### src/rtl/pwm_pkg.sv
// Shared constants and helpers for the PWM peripheral and its SPI register front end.
package pwm_pkg;

  localparam int PWM_CNT_W = 8;
  localparam logic [7:0] DUTY_FULL = 8'hFF;

  // Register map shared with the SPI peripheral
  localparam logic [6:0] ADDR_EN_OUT_7_0  = 7'h00;
  localparam logic [6:0] ADDR_EN_OUT_15_8 = 7'h01;
  localparam logic [6:0] ADDR_EN_PWM_7_0  = 7'h02;
  localparam logic [6:0] ADDR_EN_PWM_15_8 = 7'h03;
  localparam logic [6:0] ADDR_PWM_DUTY    = 7'h04;

  typedef enum logic [1:0] {
    OUT_LOW  = 2'd0,
    OUT_HIGH = 2'd1,
    OUT_PWM  = 2'd2
  } out_mode_e;

  function automatic logic out_bit(input logic en_out, input logic en_pwm, input logic lvl);
    out_mode_e mode;
    logic      b;
    mode = !en_out ? OUT_LOW : (en_pwm ? OUT_PWM : OUT_HIGH);
    case (mode)
      OUT_LOW:  b = 1'b0;
      OUT_HIGH: b = 1'b1;
      OUT_PWM:  b = lvl;
      default:  b = 1'b0;
    endcase
    return b;
  endfunction

endpackage

### src/rtl/pwm_timebase.sv
// PWM timebase: clock prescaler, 8-bit period counter and period-wrap pulse.
module pwm_timebase
  import pwm_pkg::*;
#(
  parameter int CLK_DIV = 13
) (
  input  logic                 clk,
  input  logic                 rst,
  output logic [PWM_CNT_W-1:0] pwm_cnt,
  output logic                 wrap,
  output logic                 period_start
);

  localparam int DIV_W = (CLK_DIV > 1) ? $clog2(CLK_DIV) : 1;
  localparam logic [DIV_W-1:0] DIV_MAX = DIV_W'(CLK_DIV - 1);

  logic [DIV_W-1:0] div_cnt_r;
  logic             tick_s;

  // Tick and wrap decode from the current counter state
  always_comb begin
    tick_s = (div_cnt_r == DIV_MAX);
    wrap   = tick_s && (pwm_cnt == {PWM_CNT_W{1'b1}});
  end

  // Prescaler, period counter and registered period-start pulse
  always_ff @(posedge clk) begin
    if (rst) begin
      div_cnt_r    <= {DIV_W{1'b0}};
      pwm_cnt      <= {PWM_CNT_W{1'b0}};
      period_start <= 1'b0;
    end else begin
      if (tick_s) begin
        div_cnt_r <= {DIV_W{1'b0}};
        pwm_cnt   <= pwm_cnt + 1'b1;
      end else begin
        div_cnt_r <= div_cnt_r + 1'b1;
        pwm_cnt   <= pwm_cnt;
      end
      period_start <= wrap;
    end
  end

endmodule

### src/rtl/pwm_peripheral.sv
// PWM peripheral top: duty selection, PWM compare and the 16-bit registered output mux.
// Define PWM_DUTY_SHADOW_EN to defer duty updates to the next period wrap.
module pwm_peripheral
  import pwm_pkg::*;
#(
  parameter int CLK_DIV = 13
) (
  input  logic        clk,
  input  logic        rst,
  input  logic [7:0]  en_reg_out_7_0,
  input  logic [7:0]  en_reg_out_15_8,
  input  logic [7:0]  en_reg_pwm_7_0,
  input  logic [7:0]  en_reg_pwm_15_8,
  input  logic [7:0]  pwm_duty_cycle,
  output logic [15:0] out,
  output logic        period_start
);

  logic [PWM_CNT_W-1:0] pwm_cnt_s;
  logic                 wrap_s;
  logic [7:0]           duty_eff_s;
  logic                 pwm_lvl_s;
  logic [15:0]          en_out_s;
  logic [15:0]          en_pwm_s;
  logic [15:0]          out_nxt_s;

  pwm_timebase #(.CLK_DIV(CLK_DIV)) u_timebase (
    .clk          (clk),
    .rst          (rst),
    .pwm_cnt      (pwm_cnt_s),
    .wrap         (wrap_s),
    .period_start (period_start)
  );

`ifdef PWM_DUTY_SHADOW_EN
  logic [7:0] duty_shadow_r;

  // Capture the duty value on the wrap edge so a period is never cut short
  always_ff @(posedge clk) begin
    if (rst) begin
      duty_shadow_r <= 8'h00;
    end else if (wrap_s) begin
      duty_shadow_r <= pwm_duty_cycle;
    end else begin
      duty_shadow_r <= duty_shadow_r;
    end
  end

  assign duty_eff_s = duty_shadow_r;
`else
  logic unused_wrap_s;
  assign unused_wrap_s = wrap_s;
  assign duty_eff_s    = pwm_duty_cycle;
`endif

  assign en_out_s = {en_reg_out_15_8, en_reg_out_7_0};
  assign en_pwm_s = {en_reg_pwm_15_8, en_reg_pwm_7_0};

  // Full-scale duty is forced high so the 255 count never drops out
  always_comb begin
    if (duty_eff_s == DUTY_FULL) begin
      pwm_lvl_s = 1'b1;
    end else begin
      pwm_lvl_s = (pwm_cnt_s < duty_eff_s);
    end
  end

  // Per-bit mode mux
  always_comb begin
    out_nxt_s = 16'h0000;
    for (int i = 0; i < 16; i++) begin
      out_nxt_s[i] = out_bit(en_out_s[i], en_pwm_s[i], pwm_lvl_s);
    end
  end

  // Output register
  always_ff @(posedge clk) begin
    if (rst) begin
      out <= 16'h0000;
    end else begin
      out <= out_nxt_s;
    end
  end

endmodule

### config.mk
export PLATFORM = sky130hd
export DESIGN_NAME = pwm_peripheral
export DESIGN_NICKNAME = d
export VERILOG_FILES = /design/src/rtl/pwm_pkg.sv /design/src/rtl/pwm_timebase.sv /design/src/rtl/pwm_peripheral.sv
export SDC_FILE = /design/constraint.sdc
export NUM_CORES = 1
export LEC_CHECK = 0
export CAP_MARGIN = 20
export CORE_ASPECT_RATIO = 1.75
export CORE_MARGIN = 2
export CORE_UTILIZATION = 25
export CTS_CLUSTER_SIZE = 16
export DETAILED_ROUTE_END_ITERATION = 10
export PLACE_DENSITY = 0.49
export SKIP_LAST_GASP = 1
export SYNTH_ARGS = -nofsm -noshare
export SYNTH_HDL_FRONTEND = slang
export SYNTH_SLANG_ARGS = --single-unit
### constraint.sdc
create_clock -name clk -period 2 [get_ports clk]
set_input_delay 0.6 -clock clk [delete_from_list [all_inputs] [get_ports clk]]
set_output_delay 0.6 -clock clk [all_outputs]
set_load 0.02 [all_outputs]
Word-level counts from Yosys, hierarchy flattened
Cells that the tools add are included.
{"block": "op_classes", "n_addsub": 2, "order_cmp": 1, "n_eq_ne": 35, "mux": 49, "n_reduce_logical": 2}
{"cell": "2-bit two-way mux", "count": 32}
{"cell": "2-bit by 1-bit == test with 1-bit output, second input constant", "count": 16}
{"cell": "2-bit == test, second input constant", "count": 16}
{"cell": "1-bit case mux with 2 select lines", "count": 16}
{"cell": "8-bit == test, second input constant", "count": 2}
{"cell": "8-bit by 1-bit adder with 8-bit output, second input constant", "count": 1}
{"cell": "8-bit < comparator", "count": 1}
{"cell": "4-bit by 1-bit adder with 4-bit output, second input constant", "count": 1}
{"cell": "4-bit == test, second input constant", "count": 1}
{"cell": "2-bit OR reduction", "count": 1}
{"cell": "1-bit logical AND", "count": 1}
{"cell": "1-bit two-way mux", "count": 1}
{"block": "word_totals", "regBits": 29, "in_bits": 42, "output_inout_bits": 17, "elab_cells": 93}

Longest topological paths before layout
Gate-level depths: netlist of the first run.
{"block": "depth", "ltp_word": 4, "depth_mapped": 7}

By module
Synthesis of the first run repeated with hierarchy kept, for this count alone.
{"block": "hier_totals", "hier_cells": 137, "area_unflattened_um2": 1362.6}
{"mod": "pwm_peripheral", "n_inst": 1, "cells_per_inst": 77, "area_per_inst_um2": 793.3, "seq_area_each_um2": 320.3}
{"mod": "pwm_timebase", "n_inst": 1, "cells_per_inst": 60, "area_per_inst_um2": 569.3, "seq_area_each_um2": 260.2}

Worst setup path after synthesis of the first run
No wires, ideal clock.
{"block": "synth_timing", "path_type": "input-to-reg", "start": "input port pwm_duty_cycle[3]", "end": "register out[10]", "arrival_ns": 1.737, "required_ns": 1.884, "path_slack_ns": 0.146, "stages": 7, "path_buffers": 1, "path_cell_list": "inv_1 -> ha_1 -> o21a_1 -> o22ai_1 -> o32ai_2 -> buf_6 -> a21oi_1"}
{"block": "synth_via", "elab_chain_len": 3, "word_cells_on_any_way": 4}
{"item": "start, declared", "line_no": "pwm_peripheral.sv:14", "rtl": "input logic [7:0] pwm_duty_cycle,"}
{"item": "8-bit < comparator or 8-bit == test (tied branches)", "line_no": "pwm_peripheral.sv:64, pwm_peripheral.sv:61"}
{"item": "1-bit two-way mux *", "line_no": "pwm_peripheral.sv:61", "rtl": "if (duty_eff_s == DUTY_FULL) begin"}
{"item": "1-bit case mux with 2 select lines *", "line_no": "pwm_pkg.sv:24", "rtl": "case (mode)"}
{"item": "end signal, assigned", "line_no": "pwm_peripheral.sv:81", "rtl": "out <= out_nxt_s;"}
{"item": "end, declared", "line_no": "pwm_peripheral.sv:15", "rtl": "output logic [15:0] out,"}
Mark *: on every way between the ends. The rest lies on a longest branch, timed or not.
A chain may end at the register's enable or synchronous reset.

Worst setup path after layout of the first run
{"block": "layout_timing", "start": "input port pwm_duty_cycle[0]", "end": "register out[2]"}
Same word-level chain as after synthesis.

==> results of run 1 <==
-- critical path: stages --
cell and delay, ps:
clkdlybuf4s50_1 530, nand2b_4 70, a2111oi_4 360, o32ai_4 140, buf_6 170, a21oi_1 140
-- logic make-up after synthesis --
group | synth area share (%)
AND/OR/NAND/NOR | 21.0
flip-flops | 44.9
AO/OA/AOI/OAI | 13.2
buffers and inverters | 5.03
adder cells (fa/ha/maj) | 9.68
XOR/XNOR | 5.42
multiplexers | 0.774
-- power by group through the flow --
stage	Clock, mW	Combinational [mW]	Sequential, mW
finish	0.442	0.217	0.610
global route	0.493	0.235	0.612
CTS	0.466	0.219	0.610
detailed placement	0	0.215	0.623
global placement	0	0.209	0.622
floorplan	0	0.0526	0.644
-- routing by layer --
metal / up-vias / global-route usage [%] / share of wire [%]
met5: - / 0 / 0
met3: 7 / 3.77 / 7.5
li1: 604 / - / -
met4: 0 / 6.80 / 2.8
met2: 47 / 26.7 / 57
met1: 580 / 12.2 / 32
-- what timing repair did --
action	CTS	global route
resized for setup	21	0
hold endpoints to repair	0	0
endpoints found under the setup margin	16	0
-- flip-flops by register name, indices dropped and copies added, names as in the netlist --
register,count
out,16
u_timebase.div_cnt_r,4
u_timebase.period_start,1
u_timebase.pwm_cnt,8
-- cell type report --
class | instances | area share, %
clock buffer | 8 | 3.77
inverter | 10 | 1.77
multi-input combinational | 93 | 33.5
sequential | 29 | 27.3
tap | 54 | 3.18
timing repair buffer | 67 | 30.4
-- cell usage in the layout (no fill, tap or decap), types with 4 or more instances in the layout --
| master | netlist | routed |
|---|---|---|
| buf_4 | 0 | 7 |
| clkbuf_8 | 0 | 5 |
| nand4_1 | 7 | 7 |
| inv_1 | 10 | 7 |
| nand2_1 | 4 | 4 |
| a21oi_1 | 20 | 17 |
| dfxtp_1 | 29 | 29 |
| nor3_1 | 4 | 4 |
| ha_1 | 10 | 7 |
| xnor2_1 | 5 | 5 |
| dlygate4sd2_1 | 0 | 7 |
| nor2_1 | 10 | 10 |
| nand2b_1 | 16 | 16 |
| clkdlybuf4s50_1 | 0 | 51 |
-- how the worst max path moves through the flow --
stage | to | depth (start not counted) | startpoint | slack, ps
2_1_floorplan | out[10]$_SDFF_PP0_ | 7 | pwm_duty_cycle[3] | 150
3_3_place_gp | out[11]$_SDFF_PP0_ | 7 | pwm_duty_cycle[1] | -380
3_5_place_dp | out[13]$_SDFF_PP0_ | 7 | pwm_duty_cycle[1] | -420
4_1_cts | out[9]$_SDFF_PP0_ | 7 | pwm_duty_cycle[5] | 180
5_1_grt | out[4]$_SDFF_PP0_ | 8 | pwm_duty_cycle[3] | 80
6_report | out[2]$_SDFF_PP0_ | 6 | pwm_duty_cycle[0] | 190
-- metrics by stage --
| step | setup WS, ps | power (mW) | utilization, % | instances | TNS, ps |
|---|---|---|---|---|---|
| floorplan | 146 | 0.697 | - | 137 | 0 |
| global placement | -379 | 0.831 | 39.6 | 252 | -5040 |
| detailed placement | -417 | 0.838 | 39.6 | 252 | -5800 |
| CTS | 177 | 1.30 | 42.7 | 261 | 0 |
| global route | 80.9 | 1.34 | 42.7 | 261 | 0 |
| finish | 188 | 1.27 | 42.7 | 261 | 0 |
==> impl_summary.md, run 1 <==
Outcome
The run finished with clean final reports.

Floorplan
Measured along the y axis, the die boundary spans 99.1 um. Row generation in the floorplan step produced 34 rows. The I/O pin count is 59. The total area inside the core boundary comes to 4980 um2. The die covers 5780 um2. The die boundary width is 58.4 um. For this configuration, the core starts out at a cell density of 26.0%.

Timing
The final max-slew violation count came to 0. In the finished design, the share of the clock period the worst path needs comes to 90.6%. The number of hold-slack violations in the final timing report is 0. Setup violations remaining at the end of the flow were counted as 0.

Setup repair after global routing left no endpoint under its margin. Across all hold checks on the routed design, the worst slack comes to 493 ps. For the final database, setup skew stands at 4.57 ps. In this run the tightest slew margin relative to its limit is 75.1%. Timing would allow up to 552 MHz.

The post-layout minimum cycle time is 1810 ps. The transition time of the tightest slew-check pin is 373 ps.

Worst setup path
The depth of the worst register-to-register path is 6. The endpoint class of the critical path is a flop. The worst register-to-register path ends at out[2]$_SDFF_PP0_. For the worst setup path, the data required time is 2200 ps.

The flop-to-flop setup slack is 370 ps. The maximum fanout count along the critical path is 8. The category of the most critical setup path is input pin to flop. At the worst endpoint, the arrival time is 2010 ps. The startpoint identified for the worst register-to-register timing path is u_timebase.pwm_cnt[2]$_SDFFE_PP0P_.

The critical path startpoint category is an input pin.

Yosys
The most frequent cell after synthesis is dfxtp_1. Synthesis instantiated 26 different standard cells from the library. Synthesis handed over a netlist of 137 instances.

Counting flops and latches in the post-synthesis netlist gives 29. The most used flip-flop cell after synthesis is dfxtp_1. Of the post-synthesis cell area, the dominant cell type holds 44.9%. dfxtp_1 takes more of the synthesized area than any other cell. By area the synthesized netlist is led by dfxtp_1 (45%), ha_1 (9.7%), a21oi_1 (7.7%). The net count after synthesis is 189. After synthesis, the most frequently instantiated cells are dfxtp_1 (29), a21oi_1 (20), nand2b_1 (16). The number of synthesized flops with an enable pin is 0. After synthesis the cells add up to 1290 um2. After synthesis, flip-flops and latches occupy 44.9% of the total area. The proportion of register bits with asynchronous set or reset after synthesis is 0%. The synthesized area per cell is 9.43 um2. Yosys printed 0 warnings.

CTS
The cell sitting at the root of the clock tree is a clkbuf_8. Clock latency on the worst-skew pair, taken at its later pin, is 270 ps. The number of sinks on the clock net is 29. The clock tree synthesis step divided the H-tree into 2 levels.

The worst-case clock buffer depth is 2. TritonCTS built the clock tree. The number of hold buffers added after CTS was 0. The register clock-pin slew on the reported worst setup and hold paths is 60 ps. The CTS buffer count is 5. After clock tree synthesis, the setup repair step added 0 buffers.

Global route
The via count of the first global-routing pass is 1386. The number of antenna violations at the first check in global routing came to 0. The first global-routing pass estimated 6100 um of wire. Global routing consumed, over all layers together, 13.8% of the routing resources.

The pin count of the biggest net entering global routing is 14. The sum of overflow across all layers after global routing is 0.

Power and ir drop
The total power divided by cell area is 597 nW/um2. The largest vdd supply drop is 0.000441 V. In this run the static leakage power is 0.835 nW.

Net switching is 22.8% of the power. The cell-internal power is 0.980 mW. Combinational logic burns 17.1% of the power. For this design the total switching power over the nets is 0.289 mW. Registers are responsible for 48.1% of the overall power. The clock network is responsible for 34.8% of the overall power.

Placed design
During placement, the flow inserted port buffers numbering 58. The post-place instance area is 1970 um2. The post-DP HPWL is 2940 um.

The congestion estimate from routability-driven global placement came to 0.719.

Detailed routing
For this run, design rule violations remaining after detail routing come to 0. The final routed wirelength across all metal layers is 3770 um. The length of the first detailed-routing pass in iterations is 4. The detailed router placed 1238 vias in this run. The remaining number of nets flagged by the antenna check after routing is 0. The first-iteration detailed-routing DRC count is 27. Using the TritonRoute via totals, the vias-per-cell ratio works out to 4.74.

The average detailed-routed wire length per instance is 14.5 um.

Cells and area
The post-route cell area is 2130 um2. The repair_antennas step left the layout with diodes totalling 0. The multi-input combinational cell area is 713 um2. In the final layout, the share of cells above drive strength 1 is 13.0%. The number of nets in the final layout is 258. From synthesis to final layout, the design area changed by 64.5%.

The footprint of the flip-flops and latches is 581 um2. The filler cell count in the final layout is 500.

Hold path
The kind of path behind the tightest hold check is flop to flop. The terminating pin of the worst hold path is u_timebase.div_cnt_r[0]$_SDFF_PP0_. Counting instances, the worst hold path has a depth of 1. The source of the worst hold timing path is u_timebase.div_cnt_r[0]$_SDFF_PP0_.

Job
The tool flagged a number of max-cap violations equal to 0.
Note: power is estimated with default switching activity, not from simulation.
==> run 2: changes to the inputs <==
CAP_MARGIN = default   (was 20)
==> results of run 2 <==
The final DEF is identical to that of run 1; final timing and power are the same.
